===== config.mk =====
export PLATFORM = sky130hd
export DESIGN_NAME = router_fifo_pkt_flat
export DESIGN_NICKNAME = d
export VERILOG_FILES = /design/src/rtl/router_pkg.sv /design/src/rtl/router_fifo_pkt_if.sv /design/src/rtl/router_fifo_mem.sv /design/src/rtl/router_fifo_pkt.sv /design/src/flat_wrapper.sv
export SDC_FILE = /design/constraint.sdc
export NUM_CORES = 1
export LEC_CHECK = 0
export ABC_CLOCK_PERIOD_IN_PS = 8400
export CAP_MARGIN = 40
export CORE_MARGIN = 1.5
export CORE_UTILIZATION = 50
export CTS_CLUSTER_DIAMETER = 150
export DETAILED_ROUTE_END_ITERATION = 12
export PLACE_DENSITY_LB_ADDON = 0.05
export SLEW_MARGIN = 20
export SYNTH_ARGS = -nofsm -noshare
export SYNTH_HDL_FRONTEND = slang
export SYNTH_SLANG_ARGS = --single-unit

===== constraint.sdc =====
create_clock -name clock -period 8.4 [get_ports clock]
set_input_delay 1.68 -clock clock [delete_from_list [all_inputs] [get_ports clock]]
set_output_delay 1.68 -clock clock [all_outputs]
set_load 0.05 [all_outputs]

===== src/rtl/router_pkg.sv =====
// Shared defaults for the router output-channel FIFO.
// Holds the default geometry and header length-field position.
package router_pkg;

  localparam int DATA_WIDTH_DEF = 8;
  localparam int DEPTH_DEF      = 16;
  localparam int LEN_LSB_DEF    = 2;

endpackage


===== src/rtl/router_fifo_pkt_if.sv =====
// Write/read bundle between router FSM, FIFO and destination port.
// master: drives requests; slave: the FIFO, returns data and flags.
interface router_fifo_pkt_if #(
  parameter int DATA_WIDTH = 8,
  parameter int DEPTH      = 16
);
  localparam int AW = $clog2(DEPTH);

  logic                  write_enb;
  logic                  lfd_state;
  logic [DATA_WIDTH-1:0] data_in;
  logic                  read_enb;
  logic [DATA_WIDTH-1:0] data_out;
  logic                  data_valid;
  logic                  pkt_end;
  logic                  parity_err;
  logic                  empty;
  logic                  full;
  logic                  almost_full;
  logic [AW:0]           fill_level;

  modport master (
    output write_enb, lfd_state, data_in, read_enb,
    input  data_out, data_valid, pkt_end, parity_err,
    input  empty, full, almost_full, fill_level
  );

  modport slave (
    input  write_enb, lfd_state, data_in, read_enb,
    output data_out, data_valid, pkt_end, parity_err,
    output empty, full, almost_full, fill_level
  );
endinterface


===== src/rtl/router_fifo_mem.sv =====
// 1W/1R storage array, synchronous write, asynchronous read, no reset.
// Ports: clock, we/waddr/wdata (write), raddr/rdata (read).
module router_fifo_mem #(
  parameter int WIDTH      = 9,
  parameter int DEPTH      = 16,
  parameter int ADDR_WIDTH = $clog2(DEPTH)
) (
  input  logic                  clock,
  input  logic                  we,
  input  logic [ADDR_WIDTH-1:0] waddr,
  input  logic [WIDTH-1:0]      wdata,
  input  logic [ADDR_WIDTH-1:0] raddr,
  output logic [WIDTH-1:0]      rdata
);

  logic [WIDTH-1:0] mem [DEPTH];

  always_ff @(posedge clock) begin
    if (we) mem[waddr] <= wdata;
  end

  assign rdata = mem[raddr];

endmodule


===== src/rtl/router_fifo_pkt.sv =====
// Packet-aware router output FIFO with header-driven pkt_end marking.
// Ports: clock, resetn (async), soft_reset (sync flush), bus (slave).
// Optional ROUTER_FIFO_PARITY_EN stores even parity per entry.
module router_fifo_pkt
  import router_pkg::*;
#(
  parameter int DATA_WIDTH   = DATA_WIDTH_DEF,
  parameter int DEPTH        = DEPTH_DEF,
  parameter int ADDR_WIDTH   = $clog2(DEPTH),
  parameter int LEN_LSB      = LEN_LSB_DEF,
  parameter int LEN_MSB      = DATA_WIDTH - 1,
  parameter int AFULL_THRESH = DEPTH - 2
) (
  input logic               clock,
  input logic               resetn,
  input logic               soft_reset,
  router_fifo_pkt_if.slave  bus
);

  localparam int LEN_W = LEN_MSB - LEN_LSB + 1;
  localparam int CNT_W = LEN_W + 1;

`ifdef ROUTER_FIFO_PARITY_EN
  typedef struct packed {
    logic                  hdr;
    logic                  par;
    logic [DATA_WIDTH-1:0] data;
  } entry_t;
`else
  typedef struct packed {
    logic                  hdr;
    logic [DATA_WIDTH-1:0] data;
  } entry_t;
`endif

  logic [ADDR_WIDTH:0] wr_ptr, rd_ptr;
  logic [CNT_W-1:0]    pkt_cnt;
  logic                empty_w, full_w;
  logic                wr_acc, rd_acc;
  entry_t              wr_e, rd_e;

  assign empty_w = (wr_ptr == rd_ptr);
  assign full_w  = (wr_ptr[ADDR_WIDTH-1:0] == rd_ptr[ADDR_WIDTH-1:0])
                && (wr_ptr[ADDR_WIDTH] != rd_ptr[ADDR_WIDTH]);

  assign wr_acc = bus.write_enb && !full_w && !soft_reset;
  assign rd_acc = bus.read_enb && !empty_w;

  always_comb begin
    wr_e      = '0;
    wr_e.hdr  = bus.lfd_state;
    wr_e.data = bus.data_in;
`ifdef ROUTER_FIFO_PARITY_EN
    wr_e.par  = ^bus.data_in;
`endif
  end

  router_fifo_mem #(
    .WIDTH      ($bits(entry_t)),
    .DEPTH      (DEPTH),
    .ADDR_WIDTH (ADDR_WIDTH)
  ) u_mem (
    .clock (clock),
    .we    (wr_acc),
    .waddr (wr_ptr[ADDR_WIDTH-1:0]),
    .wdata (wr_e),
    .raddr (rd_ptr[ADDR_WIDTH-1:0]),
    .rdata (rd_e)
  );

  always_ff @(posedge clock or negedge resetn) begin
    if (!resetn) begin
      wr_ptr         <= '0;
      rd_ptr         <= '0;
      pkt_cnt        <= '0;
      bus.data_out   <= '0;
      bus.data_valid <= 1'b0;
      bus.pkt_end    <= 1'b0;
    end else if (soft_reset) begin
      wr_ptr         <= '0;
      rd_ptr         <= '0;
      pkt_cnt        <= '0;
      bus.data_out   <= '0;
      bus.data_valid <= 1'b0;
      bus.pkt_end    <= 1'b0;
    end else begin
      if (wr_acc) wr_ptr <= wr_ptr + 1'b1;
      if (rd_acc) begin
        rd_ptr         <= rd_ptr + 1'b1;
        bus.data_out   <= rd_e.data;
        bus.data_valid <= 1'b1;
        if (rd_e.hdr) begin
          // length counts payload words; +1 covers the parity byte
          pkt_cnt     <= CNT_W'(rd_e.data[LEN_MSB:LEN_LSB])
                       + CNT_W'(1);
          bus.pkt_end <= 1'b0;
        end else begin
          bus.pkt_end <= (pkt_cnt == CNT_W'(1));
          if (pkt_cnt != '0) pkt_cnt <= pkt_cnt - 1'b1;
        end
      end else begin
        bus.data_valid <= 1'b0;
        bus.pkt_end    <= 1'b0;
      end
    end
  end

`ifdef ROUTER_FIFO_PARITY_EN
  always_ff @(posedge clock or negedge resetn) begin
    if (!resetn)         bus.parity_err <= 1'b0;
    else if (soft_reset) bus.parity_err <= 1'b0;
    else if (rd_acc)     bus.parity_err <= (^rd_e.data) != rd_e.par;
    else                 bus.parity_err <= 1'b0;
  end
`else
  assign bus.parity_err = 1'b0;
`endif

  assign bus.empty       = empty_w;
  assign bus.full        = full_w;
  assign bus.fill_level  = wr_ptr - rd_ptr;
  assign bus.almost_full = bus.fill_level
                        >= (ADDR_WIDTH+1)'(AFULL_THRESH);

endmodule


===== src/flat_wrapper.sv =====
// flat-port wrapper written by rule: the top's interface ports become plain ports
module router_fifo_pkt_flat import router_pkg::*;
#(
  parameter int DATA_WIDTH   = DATA_WIDTH_DEF,
  parameter int DEPTH        = DEPTH_DEF,
  parameter int ADDR_WIDTH   = $clog2(DEPTH),
  parameter int LEN_LSB      = LEN_LSB_DEF,
  parameter int LEN_MSB      = DATA_WIDTH - 1,
  parameter int AFULL_THRESH = DEPTH - 2
)
  (clock, resetn, soft_reset, bus_write_enb, bus_lfd_state, bus_data_in, bus_read_enb, bus_data_out, bus_data_valid, bus_pkt_end, bus_parity_err, bus_empty, bus_full, bus_almost_full, bus_fill_level);
  router_fifo_pkt_if #(.DATA_WIDTH(DATA_WIDTH), .DEPTH(DEPTH)) bus_i ();
  input logic clock;
  input logic resetn;
  input logic soft_reset;
  input wire logic [$bits(bus_i.write_enb)-1:0] bus_write_enb;
  input wire logic [$bits(bus_i.lfd_state)-1:0] bus_lfd_state;
  input wire logic [$bits(bus_i.data_in)-1:0] bus_data_in;
  input wire logic [$bits(bus_i.read_enb)-1:0] bus_read_enb;
  output wire logic [$bits(bus_i.data_out)-1:0] bus_data_out;
  output wire logic [$bits(bus_i.data_valid)-1:0] bus_data_valid;
  output wire logic [$bits(bus_i.pkt_end)-1:0] bus_pkt_end;
  output wire logic [$bits(bus_i.parity_err)-1:0] bus_parity_err;
  output wire logic [$bits(bus_i.empty)-1:0] bus_empty;
  output wire logic [$bits(bus_i.full)-1:0] bus_full;
  output wire logic [$bits(bus_i.almost_full)-1:0] bus_almost_full;
  output wire logic [$bits(bus_i.fill_level)-1:0] bus_fill_level;
  assign bus_i.write_enb = bus_write_enb;
  assign bus_i.lfd_state = bus_lfd_state;
  assign bus_i.data_in = bus_data_in;
  assign bus_i.read_enb = bus_read_enb;
  assign bus_data_out = bus_i.data_out;
  assign bus_data_valid = bus_i.data_valid;
  assign bus_pkt_end = bus_i.pkt_end;
  assign bus_parity_err = bus_i.parity_err;
  assign bus_empty = bus_i.empty;
  assign bus_full = bus_i.full;
  assign bus_almost_full = bus_i.almost_full;
  assign bus_fill_level = bus_i.fill_level;
  router_fifo_pkt #(.DATA_WIDTH(DATA_WIDTH), .DEPTH(DEPTH), .ADDR_WIDTH(ADDR_WIDTH), .LEN_LSB(LEN_LSB), .LEN_MSB(LEN_MSB), .AFULL_THRESH(AFULL_THRESH)) u_core (.clock(clock), .resetn(resetn), .soft_reset(soft_reset), .bus(bus_i));
endmodule

==> results of run 1 <==
-- per-layer routing --
layer	up-vias	share of wire [%]	GRT usage, %
li1	1740	-	-
met1	1944	47	30.0
met2	84	49	32.5
met3	7	3.8	5.40
met4	0	0.89	6.03
met5	-	0	0
-- kinds of logic after synthesis --
group	Yosys count	synth area share (%)
buf+inv	30	2.35
compound gates	40	3.84
flops	171	68.5
simple gates	93	5.90
other cells	1	0.0514
mux	54	15.0
fa+ha+maj	13	2.33
xor+xnor	17	2.04
-- state kept, by name, summed over array words and instances (netlist names) --
register               count
u_core.bus.data_out        8
u_core.bus.data_valid      1
u_core.bus.pkt_end         1
u_core.pkt_cnt             7
u_core.rd_ptr              5
u_core.u_mem.mem         144
u_core.wr_ptr              5
-- worst max-delay path, stage by stage, from the launching register on --
cell and delay, ps:
dfrtp_2 340, buf_4 530, inv_1 180, fa_1 460
a21o_1 180, a21oi_1 170, xnor2_1 160, a31o_2 130
clkdlybuf4s50_1 790
-- metrics by stage --
stage | std cells | cell area, um^2
4_1_cts | 665 | 8460
3_3_place_gp | 621 | 7780
3_5_place_dp | 634 | 7900
5_1_grt | 665 | 8460
6_report | 665 | 8460
2_1_floorplan | 419 | 7300
-- final cells by class --
cell class                      count  area [um^2]
Clock buffer                       19          433
Inverter                           11         41.3
Clock inverter                     12          125
Tap cell                          180          225
Timing Repair Buffer               54          507
Multi-Input combinational cell    218         2130
Fill cell                        1031         5580
Sequential cell                   171         5000
-- power by group --
part	switching [mW]	internal [mW]
registers	0.0179	0.944
logic	0.253	0.177
clock network	0.309	0.434
total	0.581	1.55
-- worst paths after layout --
path	slack, ps	to	cells past startpoint	from
worst max-delay path	3340	bus_almost_full	8	u_core.rd_ptr[1]
worst min-delay path	520	u_core.bus.data_out[0]	2	u_core.bus.data_out[0]
worst max register to register	5060	u_core.u_mem.mem[11][7]	8	u_core.rd_ptr[2]
worst min register to register	520	u_core.bus.data_out[0]	2	u_core.bus.data_out[0]
max in group asynchronous	6460	u_core.rd_ptr[1]	2	resetn
min in group asynchronous	1630	u_core.wr_ptr[4]	2	resetn
-- cells in the final DEF, fill, tap and decap left out, types with 3 or more instances in the layout --
master             n
a21o_1             4
a21oi_1           15
buf_4             21
clkbuf_16         17
clkdlybuf4s50_1   31
clkinv_1           4
clkinvlp_4         3
dfrtp_1           26
edfxtp_1         144
ha_1              12
inv_1              9
mux2_4             3
mux2i_1            9
mux4_1            12
mux4_2            27
nand2_1           28
nand3_1            4
nand4_1            3
nor2_1            36
nor3_1             7
o22ai_1            3
xnor2_1            9
xor2_1             8
==> metrics.yaml, run 1 <==
status: "completed"
hold_class: "reg -> reg"
yosys_warnings: 0
synth_edf_count: 144
synth-seq-area-share_pct: 68.5
dr.first_iter.drc_count: 282
drc: 0
syn_nets: 446
cts.sink_count: 171
start_util_pct: 52.0
gr-total-overflow: 0
ys_ff_latch: 171
synth_cell_type_count: 55
dieWidth_um: 124
peakVddDrop_mv: 0.131
final.min_clock_period_ps: 5060
routed-via-count: 3775
grt_max_degree: 41
drt_wl_total_um: 14300
power_density_mw_per_mm2: 252
gr-usage-all-layers_pct: 21.0
place_congestion: 0.757
synth.avg_cell_area_um2: 17.4
clock_path_buffers: 2
synth_top_area_cell: "edfxtp_1"
tightest_slew_ps: 657
cts_resized: 0
root_buffer: "clkbuf_16"
hold_slack_ps: 521
grt_pass1_vias: 3768
cp-end-kind: "primary output"
synth.most_common_cell: "edfxtp_1"
synth_top_area_share_pct: 59.2
critPathLaunchType: "flop"
fin_skew_ps: 10.9
timing.critical_path.arrival_ps: 3380
worst_slack_ps: 3340
setup_violations: 0
vias_per_cell: 5.68
antenna_found_initial: 0
drtPass1Iterations: 4
cts_hold_buf: 0
cts_setup_buffers: 0
slew_headroom_pct: 56.2
synthToLayoutAreaGrowth_pct: 15.9
rsz0062_at_grt: "no"
cts_tree: "built"
criticalPathCategory: "reg -> out"
syn_inst: 419
die-area_mm2: 0.0153
worstPathRequired_ps: 6720
ios: 33
hold_viol_final: 0
fin_setup_tns_ps: 0
portBuffers: 31
power_mw: 2.14
synthArstFlopShare_pct: 15.8
pre_cts_ws_ps: 3750
finalNetCount: 500
clkTransAtPathRegs_ps: 60
wl_per_cell_um: 21.6
cap_violations: 0
fin_util_pct: 60.3
synth_common_cells: "edfxtp_1, nor2_1, nand2_1"
fin_crit_sh_pct: 60.2
synth_area_leaders: "edfxtp_1, dfrtp_1, mux4_2"
final_layout_size_suffix_gt1_share_pct: 18.8
grt_pass1_wl_um: 22500
htree_levels: 4
diodes: 0
num_rows: 43
fp.dieH_um: 124
fmax_mhz: 198
synth.cell_area_mm2: 0.00730
power_leakage_nw: 2.92
synth_ff_type: "edfxtp_1"
dpl.hpwl_um: 9530
cp_max_fo: 40
clk_latency_ps: 420
cts_buffers: 17
final_max_slew_viol_count: 0
ant_nets: 0
core_area_mm2: 0.0140
(Power assumes the default switching activity.)
==> run 2: changes to the inputs <==
--- a/config.mk
+++ b/config.mk
@@ -5,7 +5,7 @@
 export SDC_FILE = /design/constraint.sdc
 export NUM_CORES = 1
 export LEC_CHECK = 0
-export ABC_CLOCK_PERIOD_IN_PS = 8400
+export ABC_CLOCK_PERIOD_IN_PS = 4600
 export CAP_MARGIN = 40
 export CORE_MARGIN = 1.5
 export CORE_UTILIZATION = 50
==> constraint.sdc (replaced) <==
create_clock -name clock -period 4.6 [get_ports clock]
set_input_delay 0.92 -clock clock [delete_from_list [all_inputs] [get_ports clock]]
set_output_delay 0.92 -clock clock [all_outputs]
set_load 0.05 [all_outputs]
==> run 2 against run 1 <==
  * Sequential power up 83%
  * Clock skew up 3.8 ps
  * Final cell count unchanged
  * Cell area down 0.46%
  * Core utilization down 0.28 points
  * Clock power up 79%
  * Non-clock buffer count unchanged
  * Power up 81%
==> metrics.yaml, run 2 (synthesis results as in run 1) <==
status: "completed"
slew_headroom_pct: 57.8  # +1.6 points
ios: 33  # unchanged
diodes: 0  # unchanged
ant_nets: 0  # unchanged
dpl.hpwl_um: 9460  # -0.67%
synthToLayoutAreaGrowth_pct: 15.4
timing.critical_path.arrival_ps: 3090  # -290 ps
fillers: 1064  # +3.2%
largest_reg_flops: 144  # unchanged
pre_cts_ws_ps: 1040  # -2700 ps
cts_hold_buf: 0  # unchanged
stdcell_count: 665  # unchanged
root_buffer: "clkbuf_16"
critPathLaunchType: "flop"
cts_tree: "built"
core_area_mm2: 0.0140  # unchanged
start_util_pct: 52.0  # unchanged
largestRegisters: "u_core.u_mem.mem x144, u_core.bus.data_out x8, u_core.pkt_cnt x7"
gr-total-overflow: 0  # unchanged
dieWidth_um: 124  # unchanged
gr-usage-all-layers_pct: 20.8  # -0.25 points
power_mw: 3.87  # +81%
hold_viol_final: 0  # unchanged
cts.sink_count: 171  # unchanged
cts_buffers: 17  # unchanged
power_leakage_nw: 2.92  # -0.14%
routed-via-count: 3771  # -0.11%
clkTransAtPathRegs_ps: 60  # about the same
finalNetCount: 500  # unchanged
final_max_slew_viol_count: 0  # unchanged
grt_pass1_vias: 3742  # -0.69%
dpl_cell_area_mm2: 0.00788  # -0.30%
die-area_mm2: 0.0153  # unchanged
hold_class: "reg -> reg"
dr.first_iter.drc_count: 283  # +0.35%
fin_skew_ps: 14.7  # +3.80 ps
cts_resized: 0  # unchanged
cts_setup_buffers: 0  # unchanged
tightest_slew_ps: 633  # -23.9 ps
cp_max_fo: 9  # -78%
num_rows: 43  # unchanged
htree_levels: 4  # unchanged
fmax_mhz: 249
final_area_mm2: 0.00842  # -0.46%
setup_violations: 0  # unchanged
regMostFlops: "u_core.u_mem.mem"
final_common_cell: "edfxtp_1"
wl_per_cell_um: 21.6  # about the same
register_area_mm2: 0.00500  # unchanged
grt_max_degree: 40  # -2.4%
rsz0062_at_grt: "no"
dp.cells: 634  # unchanged
portBuffers: 31  # unchanged
peakVddDrop_mv: 0.257  # +96%
clock_path_buffers: 2  # unchanged
drc: 0  # unchanged
hold_slack_ps: 523  # +2.30 ps
power_density_mw_per_mm2: 460  # +82%
cp-end-kind: "primary output"
fp.dieH_um: 124  # unchanged
fin_setup_tns_ps: 0  # unchanged
antenna_found_initial: 0  # unchanged
final.min_clock_period_ps: 4010
worstPathRequired_ps: 3680  # -3040 ps
place_congestion: 0.812  # +7.2%
fin_util_pct: 60.0  # -0.28 points
final_cell_mix: "edfxtp_1, nor2_1, clkdlybuf4s50_1"
worst_slack_ps: 586  # -2760 ps
fin_crit_sh_pct: 87.3
multi_input_area_mm2: 0.00213  # unchanged
cap_violations: 0  # unchanged
clk_latency_ps: 430  # about the same
final_layout_size_suffix_gt1_share_pct: 18.1  # -0.62 points
drt_wl_total_um: 14300  # about the same
vias_per_cell: 5.67  # -0.11%
drtPass1Iterations: 5  # +1
criticalPathCategory: "reg -> out"
grt_pass1_wl_um: 22200  # -1.5%
==> run 2: area by class of cell <==
cell class	count	share of cell area [%]
clock buffers	23	5.32
clock inverters	8	1.13
inverters	11	0.490
multi-input cells	218	25.3
flip-flops and latches	171	59.4
well taps	180	2.67
repair buffers	54	5.73
==> run 2: layer usage <==
layer	share of wire (%)	global-route usage, %
met1	44	28.9
met4	1.2	7.54
met2	49	32.3
met3	5.7	4.95
met5	0	0
==> run 2: final timing paths <==
check	start	cells past startpoint	end	slack, ps
worst min register to register	u_core.bus.data_out[6]	2	u_core.bus.data_out[6]	520
worst max register to register	u_core.rd_ptr[3]	8	u_core.u_mem.mem[7][8]	1410
max in group asynchronous	resetn	2	u_core.rd_ptr[1]	3430
worst max-delay path	u_core.rd_ptr[3]	6	bus_almost_full	590
worst min-delay path	u_core.bus.data_out[6]	2	u_core.bus.data_out[6]	520
min in group asynchronous	resetn	2	u_core.wr_ptr[3]	890
==> run 2: report_power, final <==
group / total (mW) / switching [mW] / internal (mW)
Sequential: 1.76 / 0.0345 / 1.72
Combinational: 0.780 / 0.458 / 0.322
Clock: 1.33 / 0.540 / 0.793
Total: 3.87 / 1.03 / 2.84
==> run 2: worst max-delay path: stages, from the launching register on <==
cell and delay [ps]:
dfrtp_1 590, clkinv_1 380, ha_1 430, a21oi_1 170, xnor2_1 170, a31o_2 130, clkdlybuf4s50_1 790
==> run 3: changes to the inputs <==
--- a/config.mk
+++ b/config.mk
@@ -11,6 +11,7 @@
 export CORE_UTILIZATION = 50
 export CTS_CLUSTER_DIAMETER = 150
 export DETAILED_ROUTE_END_ITERATION = 12
+export GPL_ROUTABILITY_DRIVEN = 0
 export PLACE_DENSITY_LB_ADDON = 0.05
 export SLEW_MARGIN = 20
 export SYNTH_ARGS = -nofsm -noshare
==> results of run 3 <==
No change in the layout: final DEF, timing and power equal those of run 2.
